[src/rtl/msg_encoder_tx_if.sv]
// Host/transmitter signal bundle for msg_encoder_tx: frame request inputs,
// the byte-serial valid/ready channel and the frame status pulses.
interface msg_encoder_tx_if #(
  parameter int NBYTES = 8
);
  logic                  start;
  logic [7:0]            key;
  logic [8*NBYTES-1:0]   msg;
  logic                  tx_ready;
  logic [7:0]            tx_data;
  logic                  tx_valid;
  logic                  busy;
  logic                  done;
  logic                  err;

  modport master (
    input  start, key, msg, tx_ready,
    output tx_data, tx_valid, busy, done, err
  );

  modport slave (
    output start, key, msg, tx_ready,
    input  tx_data, tx_valid, busy, done, err
  );
endinterface

[src/rtl/msg_encoder_tx.sv]
// Keyed frame encoder: key byte, NBYTES key-bit-masked message bytes and,
// when MSG_ENCODER_CHECKSUM_EN is defined, a trailing XOR checksum byte.
module msg_encoder_tx #(
  parameter int NBYTES = 8
) (
  input  logic             clk,
  input  logic             rst,
  msg_encoder_tx_if.master bus
);

  localparam int             CW   = $clog2(NBYTES + 1);
  localparam int             IW   = $clog2(NBYTES);
  localparam logic [CW-1:0]  LAST = CW'(NBYTES - 1);

  typedef enum logic [2:0] {
    S_IDLE,
    S_KEY,
    S_DATA,
`ifdef MSG_ENCODER_CHECKSUM_EN
    S_CSUM,
`endif
    S_DONE
  } state_t;

  state_t                  state, state_n;
  logic [CW-1:0]           cnt;
  logic [7:0]              key_r;
  logic [NBYTES-1:0][7:0]  msg_r;
  logic                    err_r;
`ifdef MSG_ENCODER_CHECKSUM_EN
  logic [7:0]              csum_r;
`endif

  logic                    load, reject, hs;
  logic [7:0]              enc_byte;
  logic [7:0]              tx_data_c;
  logic                    tx_valid_c, busy_c, done_c;

  // A key bit of 1 inverts the whole byte at that position.
  assign enc_byte = msg_r[cnt[IW-1:0]] ^ {8{key_r[cnt[IW-1:0]]}};
  assign hs       = tx_valid_c & bus.tx_ready;

  // NOTE: sequential state uses non-blocking assignments so every register
  // samples the pre-edge values regardless of process ordering.
  always_ff @(posedge clk or posedge rst) begin
    if (rst) state <= S_IDLE;
    else     state <= state_n;
  end

  always_comb begin
    // NOTE: every signal driven here gets a default first, so no branch can
    // leave one unassigned and infer a latch.
    state_n    = state;
    load       = 1'b0;
    reject     = 1'b0;
    tx_data_c  = '0;
    tx_valid_c = 1'b0;
    busy_c     = 1'b0;
    done_c     = 1'b0;
    case (state)
      S_IDLE: begin
        if (bus.start) begin
          if (bus.key < 8'd5) begin
            load    = 1'b1;
            state_n = S_KEY;
          end else begin
            reject  = 1'b1;
          end
        end
      end
      S_KEY: begin
        tx_data_c  = key_r;
        tx_valid_c = 1'b1;
        busy_c     = 1'b1;
        if (bus.tx_ready) state_n = S_DATA;
      end
      S_DATA: begin
        tx_data_c  = enc_byte;
        tx_valid_c = 1'b1;
        busy_c     = 1'b1;
        if (bus.tx_ready && cnt == LAST) begin
`ifdef MSG_ENCODER_CHECKSUM_EN
          state_n = S_CSUM;
`else
          state_n = S_DONE;
`endif
        end
      end
`ifdef MSG_ENCODER_CHECKSUM_EN
      S_CSUM: begin
        tx_data_c  = csum_r;
        tx_valid_c = 1'b1;
        busy_c     = 1'b1;
        if (bus.tx_ready) state_n = S_DONE;
      end
`endif
      S_DONE: begin
        done_c  = 1'b1;
        state_n = S_IDLE;
      end
      default: state_n = S_IDLE;
    endcase
  end

  // NOTE: msg_r is a plain register bank rather than a RAM, so it is reset
  // along with the rest of the datapath.
  always_ff @(posedge clk or posedge rst) begin
    if (rst) begin
      cnt    <= '0;
      key_r  <= '0;
      msg_r  <= '0;
      err_r  <= 1'b0;
`ifdef MSG_ENCODER_CHECKSUM_EN
      csum_r <= '0;
`endif
    end else begin
      err_r <= reject;
      if (load) begin
        key_r  <= bus.key;
        msg_r  <= bus.msg;
        cnt    <= '0;
`ifdef MSG_ENCODER_CHECKSUM_EN
        csum_r <= '0;
`endif
      end else if (hs) begin
        if (state == S_DATA && cnt != LAST) cnt <= cnt + 1'b1;
`ifdef MSG_ENCODER_CHECKSUM_EN
        if (state == S_KEY || state == S_DATA) csum_r <= csum_r ^ tx_data_c;
`endif
      end
    end
  end

  assign bus.tx_data  = tx_data_c;
  assign bus.tx_valid = tx_valid_c;
  assign bus.busy     = busy_c;
  assign bus.done     = done_c;
  assign bus.err      = err_r;

endmodule

[src/flat_wrapper.sv]
// flat-port wrapper written by rule: the top's interface ports become plain ports
module msg_encoder_tx_flat 
#(
  parameter int NBYTES = 8
)
  (clk, rst, bus_start, bus_key, bus_msg, bus_tx_ready, bus_tx_data, bus_tx_valid, bus_busy, bus_done, bus_err);
  msg_encoder_tx_if #(.NBYTES(NBYTES)) bus_i ();
  input  logic clk;
  input  logic rst;
  input wire logic [$bits(bus_i.start)-1:0] bus_start;
  input wire logic [$bits(bus_i.key)-1:0] bus_key;
  input wire logic [$bits(bus_i.msg)-1:0] bus_msg;
  input wire logic [$bits(bus_i.tx_ready)-1:0] bus_tx_ready;
  output wire logic [$bits(bus_i.tx_data)-1:0] bus_tx_data;
  output wire logic [$bits(bus_i.tx_valid)-1:0] bus_tx_valid;
  output wire logic [$bits(bus_i.busy)-1:0] bus_busy;
  output wire logic [$bits(bus_i.done)-1:0] bus_done;
  output wire logic [$bits(bus_i.err)-1:0] bus_err;
  assign bus_i.start = bus_start;
  assign bus_i.key = bus_key;
  assign bus_i.msg = bus_msg;
  assign bus_i.tx_ready = bus_tx_ready;
  assign bus_tx_data = bus_i.tx_data;
  assign bus_tx_valid = bus_i.tx_valid;
  assign bus_busy = bus_i.busy;
  assign bus_done = bus_i.done;
  assign bus_err = bus_i.err;
  msg_encoder_tx #(.NBYTES(NBYTES)) u_core (.clk(clk), .rst(rst), .bus(bus_i));
endmodule
[config.mk]
export PLATFORM = sky130hd
export DESIGN_NAME = msg_encoder_tx_flat
export DESIGN_NICKNAME = d
export VERILOG_FILES = /design/src/rtl/msg_encoder_tx_if.sv /design/src/rtl/msg_encoder_tx.sv /design/src/flat_wrapper.sv
export SDC_FILE = /design/constraint.sdc
export NUM_CORES = 1
export LEC_CHECK = 0
export BUFFER_PORTS_ARGS = -buffer_cell sky130_fd_sc_hd__buf_2
export CORE_MARGIN = 8
export CORE_UTILIZATION = 32
export CTS_CLUSTER_DIAMETER = 150
export CTS_CLUSTER_SIZE = 8
export DETAILED_ROUTE_END_ITERATION = 7
export PLACE_DENSITY = 0.49
export SYNTH_ARGS = -nofsm -noshare
export SYNTH_HDL_FRONTEND = slang
export SYNTH_SLANG_ARGS = --single-unit
[constraint.sdc]
create_clock -name clk -period 4.7 [get_ports clk]
set_input_delay 0.94 -clock clk [delete_from_list [all_inputs] [get_ports clk]]
set_output_delay 0.94 -clock clk [all_outputs]
set_load 0.1 [all_outputs]
==> metrics.md <==
| Metric | Value |
|---|---|
| Die area | between 0.015 and 0.02 mm² |
| Worst Hold Endpoint | u_core.msg_r[34]$_DFFE_PP0N_ |
| Max-slew violations | 0 |
| Worst Hold Class | reg -> reg |
| Synth warn | 0 |
| Vias per cell | about 4.9 |
| Pwr/cell area | 540 mW/mm² |
| Critical Path Fanout Max | 13 |
| Global Route Usage Sum | 0.118 |
| Max VDD drop | 175 µV |
| Final min period | about 4000 ps |
| Number of synthesized register bits | 79 |
| DR DRC count | 0 |
| N_diodes | 0 |
| GR Overflow Total | 0 |
| Initial core utilization | 0.322 |
| Post-synth net total | about 340 |
| Layout area overhead | 23.7% |
| Synth unique cells | 30 |
| Routed vias | between 2000 and 2500 |
| First drt pass iteration count | 6 |
| Setup crit start kind | register |
| FILL cells | between 1000 and 1500 |
| Setup_tns | 0 ps |
| Core Area | around 0.012 mm² |
| Iteration-0 DRC count of the detailed router | 89 |
| Final Setup Violations | 0 |
| Share of layout cells above drive strength 1 | 0.536 |
| CTS tree | done |
| Routed Wire Length | between 8000 and 9000 µm |
| Clock-pin slew on the worst setup and hold paths | approximately 60 ps |
| RSZ-0062 raised after global routing | no |
| Clk sinks | 79 |
| First-pass GRT wire length | approximately 14000 µm |
| Largest net degree at the start of global routing | 52 |
| CTS buffer count | 9 |
| # rows | 40 |
| Hold Path Stages | 1 |
| Max-slew headroom | 0.439 |
| Worst skew pair latency | roughly 330 ps |
| Final Hold Fails | 0 |
| WP data arrival | 3010 ps |
| Mapped cell area | 0.00380 mm² |
| R2R depth | 6 |
| Pleak | 2.34 nW |
| Placed Instance Area | roughly 0.0044 mm² |
| Clk buf depth | 2 |
| Least-Margin Pin Slew | about 840 ps |
| H-tree levels | 3 |
| Cells along the critical path | mux4_1, mux2i_4, xnor2_1, o21ai_1, buf_2 |
| Vias in the first global route | between 2000 and 3000 |
| Port Buffer Count | 87 |
| Critical R2R Launch | u_core.state[0]$_DFFE_PP0P_ |
| Root Driver | clkbuf_16 |
| Die height | approximately 120 µm |
| Register area share after synthesis | 0.520 |
| R2r setup slk | approximately 2300 ps |
| Critical Path Max Stage Delay | between 700 and 800 ps |
| Top-Level Pins | between 80 and 90 |
| CP endpoint kind | output pin |
| Number of max-cap violations | 0 |
| Avg Synthesized Cell Area | around 15 µm² |
| CP bufs+invs | 1 |
| Hold path start | u_core.msg_r[34]$_DFFE_PP0N_ |
| Die X | ~120 µm |
| Overall power | approximately 0.0025 W |
| Final Cycle Share | 0.841 |
| Status | finished, final reports clean |
| DRT antenna net count | 0 |
| Design area | 0.00470 mm² |
| Crit path kind | reg -> out |
| Hpwl dp | 6650 µm |
| Crit-path leading delay family | multiplexers |
| Final GP Congestion | 0.747 |
| Post-CTS Repair Setup Buffers | 0 |
| Initial antenna violation count | 0 |
| Cts repair resizes | 0 |
| Slowest cell on the critical path | dfrtp_1 |
| R2r endpoint | u_core.msg_r[24]$_DFFE_PP0N_ |
| Fin nets | 425 |
| Synth Instances | around 260 |
| Post-CTS Hold Buffers | 0 |
| Worst Skew | roughly 6.5 ps |
| Worst EP required | approximately 3800 ps |
| Wirelength per Cell | 18.1 µm |
| FMAX | roughly 0.25 GHz |
-- worst max path at each step --
| stage | startpoint | endpoint | cells after the start |
|---|---|---|---|
| after detailed placement | u_core.cnt[0]$_DFFE_PP0P_ | bus_tx_data[7] | 5 |
| after floorplan | u_core.state[0]$_DFFE_PP0P_ | bus_tx_data[0] | 5 |
| after CTS | u_core.cnt[0]$_DFFE_PP0P_ | bus_tx_data[7] | 5 |
| after global placement | u_core.cnt[0]$_DFFE_PP0P_ | bus_tx_data[7] | 5 |
| final | u_core.cnt[0]$_DFFE_PP0P_ | bus_tx_data[7] | 5 |
| after global routing | u_core.cnt[0]$_DFFE_PP0P_ | bus_tx_data[7] | 5 |
-- cell families (layout without fill, tap and decap cells) --
kind of cell             after synthesis  in the layout  synth area share
multiplexers                          97             97             0.348
flip-flops                            79             79             0.520
AND/OR/NAND/NOR                       31             31            0.0415
buffers and inverters                 20            110            0.0260
AO/OA/AOI/OAI                         13             13            0.0191
XOR/XNOR                              11             11            0.0253
adder cells (fa/ha/maj)                6              6            0.0197
-- state kept, by name (all words and copies together) (netlist names) --
name            cells
u_core.bus.err      1
u_core.cnt          4
u_core.key_r        8
u_core.msg_r       64
u_core.state        2
-- metrics by stage --
step / std cells / setup WS, ps / util / hold slack (ps)
6_report: 494 / 749 / 0.398 / 495
5_1_grt: 494 / 552 / 0.398 / 515
4_1_cts: 494 / 624 / 0.398 / 502
3_5_place_dp: 479 / 1000 / 0.372 / 489
3_3_place_gp: 479 / 1040 / 0.372 / 483
2_1_floorplan: 257 / 506 / - / 472
-- area by class of cell --
class                           instances  area (µm²)  share of cell area
Clock buffer                           11         243              0.0516
Clock inverter                          4        70.1              0.0149
Multi-Input combinational cell        158        1730               0.369
Tap cell                              147         184              0.0391
Inverter                                4        16.3             0.00346
Sequential cell                        79        1980               0.421
Timing Repair Buffer                   91         478               0.102
-- power breakdown --
group	internal [W]	switching, W
sequential	0.000803	0.000135
clock	0.000475	0.000265
combinational	0.000344	0.000515
-- per-layer routing --
layer  vias up  routed length (µm)  global-route usage
li1       1118                   -                   -
met1      1219                3840               0.139
met2        50                4540               0.195
met3        10                 417              0.0357
met4         0                 137              0.0516
met5         -                   0                   0
-- worst reg2reg max path, stage by stage, from the launching register on --
cell and delay [ps]:
dfrtp_1 410, inv_1 110, ha_1 200, nand2_1 110, nor2_4 650, buf_12 360, mux2_2 390
-- Yosys cell counts --
| cell | number | area [µm²] |
|---|---|---|
| a31oi_1 | 1 | 6.26 |
| nor2b_1 | 5 | 31.3 |
| buf_2 | 10 | 50.1 |
| nand4_1 | 1 | 6.26 |
| nand2_1 | 2 | 7.51 |
| nand3_1 | 11 | 55.1 |
| xor2_1 | 2 | 17.5 |
| xnor2_1 | 9 | 78.8 |
| inv_1 | 4 | 15.0 |
| o21ai_1 | 8 | 40.0 |
| and3_1 | 2 | 12.5 |
| nand3b_1 | 1 | 7.51 |
| buf_6 | 1 | 11.3 |
| mux4_1 | 8 | 210 |
| buf_4 | 1 | 7.51 |
| mux4_2 | 10 | 225 |
| nor2_1 | 7 | 26.3 |
| ha_1 | 6 | 75.1 |
| clkbuf_1 | 3 | 11.3 |
| o2bb2ai_1 | 1 | 8.76 |
| and2_1 | 1 | 6.26 |
| mux2i_1 | 10 | 100 |
| o21ai_0 | 1 | 5.00 |
| mux2_2 | 68 | 766 |
| a21oi_1 | 1 | 5.00 |
| nor3_1 | 1 | 5.00 |
| buf_1 | 1 | 3.75 |
| mux2i_4 | 1 | 22.5 |
| o21bai_1 | 1 | 7.51 |
| dfrtp_1 | 79 | 1980 |
-- layout by cell type, fill, tap and decap left out, types with 5 or more instances in the layout --
master	instances
nor2_1	6
nor2b_1	5
buf_2	87
mux4_1	8
clkbuf_16	9
mux4_2	10
dfrtp_1	79
mux2i_1	10
xnor2_1	9
o21ai_1	8
mux2_2	68
nand3_1	11
ha_1	6
No activity file was read; power rests on OpenSTA's default activity.
